## config.mk

```make
export PLATFORM = sky130hd
export DESIGN_NAME = stopwatch_bcd
export DESIGN_NICKNAME = d
export VERILOG_FILES = /design/src/rtl/sseg_pkg.sv /design/src/rtl/bcd_digit.sv /design/src/rtl/stopwatch_bcd.sv
export SDC_FILE = /design/constraint.sdc
export NUM_CORES = 1
export LEC_CHECK = 0
export BUFFER_PORTS_ARGS = -buffer_cell sky130_fd_sc_hd__buf_2
export CORE_MARGIN = 5
export CORE_UTILIZATION = 25
export DETAILED_ROUTE_END_ITERATION = 12
export GPL_ROUTABILITY_DRIVEN = 0
export GPL_TIMING_DRIVEN = 0
export SLEW_MARGIN = 20
export SYNTH_ARGS = -nofsm -noshare
export SYNTH_HDL_FRONTEND = slang
export SYNTH_SLANG_ARGS = --single-unit
```

## constraint.sdc

```tcl
create_clock -name clk -period 1.8 [get_ports clk]
set_input_delay 0.18 -clock clk [delete_from_list [all_inputs] [get_ports clk]]
set_output_delay 0.18 -clock clk [all_outputs]
set_load 0.005 [all_outputs]
```

## src/rtl/sseg_pkg.sv

```systemverilog
// Shared types and defaults for the stopwatch / seven-segment display path.
// BCD digit type, digit count and the default divider values for a 100 MHz clock.
package sseg_pkg;
  typedef logic [3:0] bcd_t;

  localparam bcd_t BCD_MAX         = 4'd9;
  localparam int   NUM_DIGITS      = 4;
  localparam int   TICK_DIV_DEF    = 1_000_000;
  localparam int   REFRESH_DIV_DEF = 100_000;
endpackage

```

## src/rtl/bcd_digit.sv

```systemverilog
// One cascadable BCD digit: counts 0..9 on inc, wraps and raises a combinational carry.
// Clear wins over increment.
module bcd_digit
  import sseg_pkg::*;
(
  input  logic clk,
  input  logic rst_n,
  input  logic clr,
  input  logic inc,
  output bcd_t q,
  output logic carry
);
  bcd_t r_q;

  assign q     = r_q;
  assign carry = inc & (r_q == BCD_MAX);

  always_ff @(posedge clk or negedge rst_n) begin
    if (!rst_n)   r_q <= '0;
    else if (clr) r_q <= '0;
    else if (inc) r_q <= carry ? '0 : r_q + 4'd1;
  end
endmodule

```

## src/rtl/stopwatch_bcd.sv

```systemverilog
// Centisecond stopwatch (00.00..99.99) feeding the 4-digit display, plus its scan strobe.
// Raw buttons are synchronised here and reduced to single-cycle rising edges.
module stopwatch_bcd
  import sseg_pkg::*;
#(
  parameter int TICK_DIV    = TICK_DIV_DEF,
  parameter int REFRESH_DIV = REFRESH_DIV_DEF
) (
  input  logic clk,
  input  logic rst_n,
  input  logic btn_start_stop,
  input  logic btn_clear,
  output bcd_t digit0,
  output bcd_t digit1,
  output bcd_t digit2,
  output bcd_t digit3,
  output logic refresh_en,
  output logic running,
  output logic overflow
);
  localparam int TW = (TICK_DIV > 1)    ? $clog2(TICK_DIV)    : 1;
  localparam int RW = (REFRESH_DIV > 1) ? $clog2(REFRESH_DIV) : 1;
  localparam logic [TW-1:0] TICK_LAST = TW'(TICK_DIV - 1);
  localparam logic [RW-1:0] REF_LAST  = RW'(REFRESH_DIV - 1);

  // Button bit 0 = start/stop, bit 1 = clear.
  logic [1:0] r_s1, r_s2, r_d;
  logic [1:0] w_edge;
  logic       w_ss_edge, w_clr_edge;

  always_ff @(posedge clk or negedge rst_n) begin
    if (!rst_n) begin
      r_s1 <= '0;
      r_s2 <= '0;
      r_d  <= '0;
    end else begin
      r_s1 <= {btn_clear, btn_start_stop};
      r_s2 <= r_s1;
      r_d  <= r_s2;
    end
  end

  assign w_edge     = r_s2 & ~r_d;
  assign w_ss_edge  = w_edge[0];
  assign w_clr_edge = w_edge[1];

  logic r_running;

  always_ff @(posedge clk or negedge rst_n) begin
    if (!rst_n) r_running <= 1'b0;
    else        r_running <= r_running ^ w_ss_edge;
  end

  // Prescaler holds while stopped so a resume finishes the partial period.
  logic [TW-1:0] r_presc;
  logic          w_tick;

  assign w_tick = r_running & (r_presc == TICK_LAST);

  always_ff @(posedge clk or negedge rst_n) begin
    if (!rst_n)          r_presc <= '0;
    else if (w_clr_edge) r_presc <= '0;
    else if (w_tick)     r_presc <= '0;
    else if (r_running)  r_presc <= r_presc + TW'(1);
  end

  bcd_t                r_unused_q;
  bcd_t                w_q   [NUM_DIGITS];
  logic [NUM_DIGITS:0] w_inc;

  assign w_inc[0] = w_tick;

  genvar gi;
  generate
    for (gi = 0; gi < NUM_DIGITS; gi++) begin : g_dig
      bcd_digit u_dig (
        .clk   (clk),
        .rst_n (rst_n),
        .clr   (w_clr_edge),
        .inc   (w_inc[gi]),
        .q     (w_q[gi]),
        .carry (w_inc[gi+1])
      );
    end
  endgenerate

  assign r_unused_q = '0;

  logic r_overflow;

  always_ff @(posedge clk or negedge rst_n) begin
    if (!rst_n)                 r_overflow <= 1'b0;
    else if (w_clr_edge)        r_overflow <= 1'b0;
    else if (w_inc[NUM_DIGITS]) r_overflow <= 1'b1;
  end

  // Free-running scan strobe, unaffected by run/clear.
  logic [RW-1:0] r_rcnt;
  logic          r_refresh;

  always_ff @(posedge clk or negedge rst_n) begin
    if (!rst_n) begin
      r_rcnt    <= '0;
      r_refresh <= 1'b0;
    end else begin
      r_rcnt    <= (r_rcnt == REF_LAST) ? '0 : r_rcnt + RW'(1);
      r_refresh <= (r_rcnt == REF_LAST);
    end
  end

  assign digit0     = w_q[0];
  assign digit1     = w_q[1];
  assign digit2     = w_q[2];
  assign digit3     = w_q[3];
  assign refresh_en = r_refresh;
  assign running    = r_running;
  assign overflow   = r_overflow;
endmodule

```

==> flow_metrics.tcl <==
set metrics [dict create \
    slew_headroom_pct 66.52 \
    synth-edff-count 0 \
    syn_to_final_growth_pct 28.85 \
    skew_ns 0.007147 \
    p_per_area_mw_per_mm2 875.0 \
    cts_tree "built" \
    synth_top_cells_by_area "dfrtp_1 (49%), ha_1 (4.0%), xor2_1 (3.6%)" \
    crit_type "reg -> reg" \
    required_ns 2.06 \
    ys_seq_area_share_pct 49.07 \
    clock_latency_ns 0.33 \
    vias_per_cell 4.825 \
    synth_cell_types 42 \
    final_nets 379 \
    synth_top_area_share_pct 49.07 \
    via_count 2615 \
    coreArea_sq_mm 0.01252 \
    hold_path.class "in -> async" \
    avgSynthCellArea_sq_um 10.07 \
    setup_tns_ns -0.1805 \
    cts_sinks 62 \
    synthArstFlopShare_pct 100.0 \
    dieArea_sq_mm 0.01500 \
    grt_overflow 0 \
    fin_crit_ns 1.858 \
    rows 41 \
    routed_wirelength_um 7153 \
    dpl.hpwl_um 4690 \
    clk_pin_slew_ns 0.05 \
    drc 0 \
    antenna_found_initial 0 \
    cts_root_buffer "clkbuf_16" \
    critical_path_arrival_ns 2.11 \
    io_pins 23 \
    grt_usage_pct 10.04 \
    layout.cells.non_filler 542 \
    min_period_over_period_pct 103.2 \
    place_ws_ns -0.2936 \
    rsz0062_at_grt "yes" \
    port_buffers 22 \
    hold_viol 0 \
    synthCells 314 \
    critPathLaunchType "register" \
    layout-drive-gt1-share_pct 24.05 \
    yosysMostFrequentCell "dfrtp_1" \
    status "finished with violations" \
    netlist_top_cells_count "dfrtp_1 (62), nor2_1 (20), a21oi_1 (19)" \
    yosysTopAreaCell "dfrtp_1" \
    routedWlPerCell_um 13.20 \
    htree_levels 3 \
    grt_max_degree 40 \
    total_power_mw 3.565 \
    worst_pin_slew_ns 0.5023 \
    cp_max_fo 5 \
    numCtsBuffers 9 \
    ys_ff_latch 62 \
    die_h_um 122.5 \
    setup_viol_count_final 5 \
    syn_nets 328 \
    failed_checks "setup timing" \
    synth_warnings 0 \
    critPathCaptureType "register" \
    first_global_vias 2510 \
    grt_pass1_wl_um 12050 \
    final_max_slew_viol_count 0 \
    p_leak_nw 1.805 \
    ir_drop_mv 0.4918 \
    fmax_ghz 0.5382 \
    worst_slack_ns -0.05809 \
    place_inst 509 \
    die_w_um 122.5 \
    maxCapViolCount 0 \
    first_pass_iters 4 \
    start_util_pct 25.26 \
    synth_ff_type "dfrtp_1" \
    diodes 0 \
    clockBufferDepth 2 \
    drtIter0Drc 102 \
    syn-cell-area_sq_mm 0.003162 \
    ant_nets 0 \
]
==> metrics by stage <==
stage	hold slack, ns	cell area, sq um	util, %
6_report	0.2903	4074	32.55
5_1_grt	0.3246	4074	32.55
4_1_cts	0.2974	3945	31.52
3_5_place_dp	0.1066	3510	28.04
3_3_place_gp	0.2894	3487	27.86
2_1_floorplan	-0.1156	3162	-
==> cells by family after synthesis <==
family	synth area share [%]
XOR/XNOR	6.371
AO/OA/AOI/OAI	10.96
flip-flops	49.07
AND/OR/NAND/NOR	25.13
adder cells (fa/ha/maj)	3.957
buffers and inverters	3.245
multiplexers	1.266
==> sequential cells by signal, summed over array words and instances, names as in the netlist <==
name and cells:
r_d 2, g_dig.u_dig.q 16, refresh_en 1, r_rcnt 17
running 1, overflow 1, r_s1 2, r_s2 2
r_presc 20
==> what timing repair did <==
action	in CTS	in global routing
setup buffers	9	8
cloned	0	1
hold buffers	3	0
resized for setup	14	23
pin swaps	6	9
setup endpoints to repair	41	28
endpoints found under the hold margin	25	0
==> critical path, stage by stage, from the launching register on <==
cell	delay, ns
dfrtp_2	0.44
nor4_4	0.39
nand4_1	0.20
buf_4	0.20
or4_1	0.42
a21oi_2	0.13
==> final cells by class <==
class	instances	area, sq um
well taps	172	215.2
repair buffers	44	295.3
inverters	10	37.54
clock buffers	13	260.3
flip-flops and latches	62	1556
clock inverters	3	42.54
multi-input cells	227	1592
fillers	1296	8443
plain buffers	11	75.07
==> report_power, final <==
group	leakage [nW]	switching (mW)	internal, mW	total (mW)
sequential	0.826	0.0423	1.45	1.49
clock	0.146	0.582	1.14	1.73
combinational	0.832	0.187	0.164	0.350
==> placed cells by master (no fill, tap or decap), types with 11 or more instances in the layout <==
cell type	n
buf_2	24
a21oi_1	16
dfrtp_1	58
nor2_1	20
o21ai_0	15
nand3_1	13
or3_1	11
nand4_1	11
or4_1	11
xor2_1	13
nand2_1	15
buf_4	21
==> routing by layer <==
metal	up-vias	track usage [%]	part of all wire (%)
met1	1301	12.72	46
li1	1263	-	-
met3	8	2.949	3.4
met2	43	16.01	49
met4	0	4.199	1.5
met5	-	0	0
==> final timing paths <==
path / start / to / slack, ns / depth (start not counted)
setup / recovery: r_presc[7] / g_dig[2].u_dig.q[1] / -0.06 / 5
hold / removal: rst_n / r_rcnt[16] / 0.29 / 2
setup reg to reg: r_presc[7] / g_dig[2].u_dig.q[1] / -0.06 / 5
hold reg to reg: r_s1[0] / r_s2[0] / 0.35 / 0
max in group asynchronous: rst_n / r_presc[7] / 0.98 / 3
min in group clk: r_s1[0] / r_s2[0] / 0.35 / 0
Note: power is estimated with default switching activity, not from simulation.
